===== src/rtl/packet_buf_sched.sv =====
// Ownership scheduler for a ring of packet buffers shared by the snooper,
// the filter CPU and the forwarder. Every client walks the ring in the same
// order, so packets leave in the order they arrived.
module packet_buf_sched #(
  parameter int NBUF = 3,
  parameter int SELW = $clog2(NBUF),
  parameter int CNTW = 16
) (
  input  logic            clk,
  input  logic            rst,
  input  logic            snooper_done,
  output logic            ready_for_snooper,
  output logic [SELW-1:0] snooper_buf_sel,
  output logic            cpu_start,
  output logic [SELW-1:0] cpu_buf_sel,
  input  logic            cpu_accept,
  input  logic            cpu_reject,
  input  logic            forwarder_done,
  output logic            ready_for_forwarder,
  output logic [SELW-1:0] forwarder_buf_sel,
  output logic [CNTW-1:0] fwd_count,
  output logic [CNTW-1:0] drop_count
);

  typedef enum logic [1:0] {
    FREE     = 2'd0,
    FILLED   = 2'd1,
    ACCEPTED = 2'd2,
    DROP     = 2'd3
  } buf_state_t;

  buf_state_t      st [NBUF];
  logic [SELW-1:0] snoop_ptr;
  logic [SELW-1:0] cpu_ptr;
  logic [SELW-1:0] fwd_ptr;
  logic            cpu_busy;
  logic            cpu_start_r;

  logic snoop_wr;
  logic cpu_res;
  logic cpu_drop;
  logic cpu_launch;
  logic fwd_take;
  logic fwd_skip;

  // Ring pointers wrap explicitly so NBUF need not be a power of two.
  function automatic logic [SELW-1:0] ptr_inc(input logic [SELW-1:0] p);
    if (p == SELW'(NBUF - 1)) return '0;
    return p + SELW'(1);
  endfunction

  // Per-client events decoded from registered state. Each write condition
  // requires a different current buffer state, so in any one cycle the three
  // clients can only ever touch distinct buffers.
  always_comb begin
    snoop_wr   = snooper_done && (st[snoop_ptr] == FREE);
    // A result arriving in the launch cycle belongs to no packet yet.
    cpu_res    = cpu_busy && !cpu_start_r && (cpu_accept || cpu_reject);
    // Reject wins when both pulses arrive together.
    cpu_drop   = cpu_res && cpu_reject;
    cpu_launch = !cpu_busy && !cpu_start_r && (st[cpu_ptr] == FILLED);
    fwd_take   = forwarder_done && (st[fwd_ptr] == ACCEPTED);
    // Dropped buffers are reclaimed without involving the forwarder.
    fwd_skip   = (st[fwd_ptr] == DROP);
  end

  assign ready_for_snooper   = (st[snoop_ptr] == FREE);
  assign ready_for_forwarder = (st[fwd_ptr] == ACCEPTED);
  assign snooper_buf_sel     = snoop_ptr;
  assign cpu_buf_sel         = cpu_ptr;
  assign forwarder_buf_sel   = fwd_ptr;
  assign cpu_start           = cpu_start_r;

  // Buffer state ring and the three ownership pointers.
  always_ff @(posedge clk or posedge rst) begin
    if (rst) begin
      for (int i = 0; i < NBUF; i++) st[i] <= FREE;
      snoop_ptr <= '0;
      cpu_ptr   <= '0;
      fwd_ptr   <= '0;
    end else begin
      if (snoop_wr) begin
        st[snoop_ptr] <= FILLED;
        snoop_ptr     <= ptr_inc(snoop_ptr);
      end
      if (cpu_res) begin
        st[cpu_ptr] <= cpu_drop ? DROP : ACCEPTED;
        cpu_ptr     <= ptr_inc(cpu_ptr);
      end
      if (fwd_take || fwd_skip) begin
        st[fwd_ptr] <= FREE;
        fwd_ptr     <= ptr_inc(fwd_ptr);
      end
    end
  end

  // CPU handshake: one-cycle start pulse, busy until a result comes back.
  always_ff @(posedge clk or posedge rst) begin
    if (rst) begin
      cpu_start_r <= 1'b0;
      cpu_busy    <= 1'b0;
    end else begin
      cpu_start_r <= cpu_launch;
      if (cpu_launch)   cpu_busy <= 1'b1;
      else if (cpu_res) cpu_busy <= 1'b0;
    end
  end

  // Wrapping statistics counters.
  always_ff @(posedge clk or posedge rst) begin
    if (rst) begin
      fwd_count  <= '0;
      drop_count <= '0;
    end else begin
      if (fwd_take) fwd_count  <= fwd_count + CNTW'(1);
      if (cpu_drop) drop_count <= drop_count + CNTW'(1);
    end
  end

`ifndef SYNTHESIS
  // No two clients may write the same buffer in the same cycle.
  always_ff @(posedge clk) begin
    if (!rst) begin
      assert (!(snoop_wr && cpu_res && (snoop_ptr == cpu_ptr)));
      assert (!(snoop_wr && (fwd_take || fwd_skip) && (snoop_ptr == fwd_ptr)));
      assert (!(cpu_res && (fwd_take || fwd_skip) && (cpu_ptr == fwd_ptr)));
    end
  end
`endif

endmodule


===== config.mk =====
export PLATFORM = sky130hd
export DESIGN_NAME = packet_buf_sched
export DESIGN_NICKNAME = d
export VERILOG_FILES = /design/src/rtl/packet_buf_sched.sv
export SDC_FILE = /design/constraint.sdc
export NUM_CORES = 1
export LEC_CHECK = 0
export CAP_MARGIN = 30
export CORE_AREA = 4 4 69 77
export CTS_CLUSTER_SIZE = 24
export DETAILED_ROUTE_END_ITERATION = 16
export DIE_AREA = 0 0 73 81
export HOLD_SLACK_MARGIN = 0.06
export PLACE_DENSITY = 0.87
export SLEW_MARGIN = 20
export SYNTH_ARGS = -nofsm -noshare
export SYNTH_HDL_FRONTEND = slang
export SYNTH_SLANG_ARGS = --single-unit

===== constraint.sdc =====
create_clock -name clk -period 1.75 [get_ports clk]
set_input_delay 0.2625 -clock clk [delete_from_list [all_inputs] [get_ports clk]]
set_output_delay 0.2625 -clock clk [all_outputs]
set_load 0.02 [all_outputs]

==> summary.md <==
| Metric | Value |
|---|---|
| Status | `complete, no violations` |
| Rows | `26` |
| Max VDD drop | `0.001099 V` |
| Relative slew slack | `76.25%` |
| Final Hold Fails | `0` |
| Post-DR wirelength/cell | `about 14 um` |
| R2r setup slk | `~40 ps` |
| Reg2Reg Launch Point | `forwarder_buf_sel[0]` |
| All-Layer GR Usage | `approximately 18%` |
| Commonest non-fill, non-tap cell in the layout | `dfrtp_1` |
| Clock root buffer | `clkbuf_8` |
| Synth Flop Type | `dfrtp_1` |
| Final #Nets | `298` |
| Layout cells sized above 1 | `around 18%` |
| Hold buffers post-CTS | `0` |
| Cell chain of the critical path | `nand3b_1 -> o21ai_1 -> nand2b_1 -> inv_4 -> buf_4` |
| R2r endpoint | `fwd_count[13]` |
| Slew Viols, Final | `0` |
| Setup violators final | `0` |
| Critical path arrival | `between 1000 and 1500 ps` |
| Largest net degree at the start of global routing | `47` |
| Input/output buffers | `46` |
| Number of synthesized flops with an enable pin | `0` |
| Slowest stage cell, crit path | `dfrtp_2` |
| DIE WIDTH | `about 73 um` |
| Post-Synthesis Cells | `209` |
| Static Leak | `~1.4 nW` |
| Max incr delay on CP | `470 ps` |
| Vias | `around 1800` |
| Crit path launch type | `register` |
| Area Growth Syn to Fin | `39.82%` |
| Finished Layout Cells | `~350` |
| PwrDens | `roughly 1500 mW/mm2` |
| Crit path required time | `1490 ps` |
| Clock tree buffer depth | `2` |
| Post-placement cell area | `0.002957 mm2` |
| Syn avg cell area | `roughly 11 um2` |
| CTS tree | `yes` |
| Vias in the first global route | `between 1500 and 2000` |
| Synthesized Nets | `about 220` |
| Number of synthesized register bits | `between 40 and 50` |
| Fmax | `579.2 MHz` |
| Clock Pin Slew Worst Setup and Hold Paths | `90 ps` |
| DR DRC count | `0` |
| RSZ-0062 raised after global routing | `yes` |
| Fin area | `0.003084 mm2` |
| Final Cycle Share | `between 90% and 100%` |
| Commonest non-fill, non-tap cells in the layout | `dfrtp_1, clkdlybuf4s50_1, buf_4, xnor2_1, nor2_1` |
| Multi-input gate area | `around 0.0010 mm2` |
| Clk sinks | `46` |
| Core area | `between 0.004 and 0.005 mm2` |
| Max Fanout on Critical Path | `6` |
| Minimum clock period | `between 1500 and 2000 ps` |
| Worst-skew pair later-pin latency | `about 300 ps` |
| Library cells used by synthesis | `38` |
| WHS | `approximately 290 ps` |
| Util after Layout | `just under 70%` |
| Final GP Congestion | `0.8794` |
| Critical setup path kind | `register to primary output` |
| Number of diodes | `0` |
| Cell Area, Synth | `roughly 0.0022 mm2` |
| Warnings, synthesis | `0` |
| Setup TNS | `0 ps` |
| Number of buffers created by CTS | `5` |
| Worst clock skew | `~3.0 ps` |
| Drt pass-1 iters | `4` |
| Via-to-Cell Ratio | `between 5 and 6` |
| Register Area | `0.001152 mm2` |
| Global-route wire length before repair | `8121 um` |
| HP Class | `input port to async pin` |
| Setup crit end kind | `primary output` |
| HPWL Detailed | `between 3000 and 4000 um` |
| Worst-Margin Slew | `~350 ps` |
| Die span in y | `between 80 and 90 um` |
| # H-tree levels | `2` |
| Grt total ovfl | `0` |
| DRT antenna net count | `0` |
| Max_cap viols | `0` |
| Placed cells | `roughly 340` |
| R2R cell count | `6` |
| Ys async rst share | `100.0%` |
| DRT Wirelength | `a little under 5000 um` |
| # IOs | `47` |
| Die area | `roughly 0.006 mm2` |
| Initial core utilization | `48.09%` |
| First DRT Iteration DRCs | `62` |
| # fillers | `368` |
| Antenna violations before repair | `0` |
| Sequential area share after synthesis | `52.18%` |
## flip-flops by register name, indices dropped and copies added (netlist names)
register           count
drop_count            16
forwarder_buf_sel      2
cpu_busy               1
cpu_start              1
cpu_buf_sel            2
snooper_buf_sel        2
fwd_count             16
st                     6
## power breakdown
part	internal, mW	switching (mW)	leakage [nW]	total, mW
logic	1.11	1.10	0.778	2.21
clock network	0.428	0.376	0.0585	0.805
registers	1.33	0.321	0.606	1.65
## how the worst max path moves through the flow
stage                                 endpoint  slack, ps                  from
after floorplan                   fwd_count[1]         10  forwarder_buf_sel[0]
after global placement     ready_for_forwarder        -60  forwarder_buf_sel[0]
after detailed placement   ready_for_forwarder       -150  forwarder_buf_sel[0]
after CTS                 forwarder_buf_sel[0]        0.6  forwarder_buf_sel[0]
after global routing       ready_for_forwarder        -60  forwarder_buf_sel[0]
final                      ready_for_forwarder         20  forwarder_buf_sel[0]
## per-stage QoR
step	setup slack (ps)	power (mW)
2_1_floorplan	9.942	2.855
3_3_place_gp	-61.99	3.806
3_5_place_dp	-149.4	3.850
4_1_cts	0.6305	4.664
5_1_grt	-58.60	4.987
6_report	23.48	4.661
## what timing repair did
action	4_1_cts	5_1_grt
setup buffers	0	1
pin swaps	1	3
gates resized for setup	14	3
setup endpoints to repair	5	5
## final cells by class
| type | count | share of cell area [%] |
|---|---|---|
| clock buffer | 5 | 2.231 |
| multi-input combinational | 151 | 32.58 |
| inverter | 7 | 0.9331 |
| clock inverter | 3 | 1.420 |
| timing repair buffer | 79 | 23.20 |
| tap | 56 | 2.272 |
| sequential | 46 | 37.36 |
## synth_stat cells (4+ instances only)
master    n  share of area, %
xnor2_1  21               8.3
nand3_1   9               2.0
nor2_1   19               3.2
xor2_1    9               3.6
inv_1     6               1.0
and3_1    6               1.7
mux2i_1   4               1.8
nand2_1  18               3.1
nor3_1    6               1.4
dfrtp_1  46                52
a21o_1    4               1.4
o21ai_0   5               1.1
a21oi_1   4              0.91
nand4_1   9               2.6
## logic make-up (layout without fill, tap and decap cells)
group	Yosys count	after routing	synth area share, %
compound gates	27	27	7.884
xor+xnor	30	30	11.91
fa+ha+maj	2	2	1.134
buf+inv	12	94	2.836
flops	46	46	52.18
mux	6	6	2.836
simple gates	86	86	21.21
## layer usage
metal	vias up	wire length, um	global-route usage [%]
met5	-	0	0
met2	40	2491	30.68
li1	889	-	-
met4	0	97	6.642
met1	896	1982	21.34
met3	10	233	4.084
## critical path, delay by kind of cell (launching register included)
kind / cells / cell delay [ps]
flops: 1 / 470
simple gates: 2 / 390
buf+inv: 2 / 190
compound gates: 1 / 110
(Power assumes the default switching activity.)
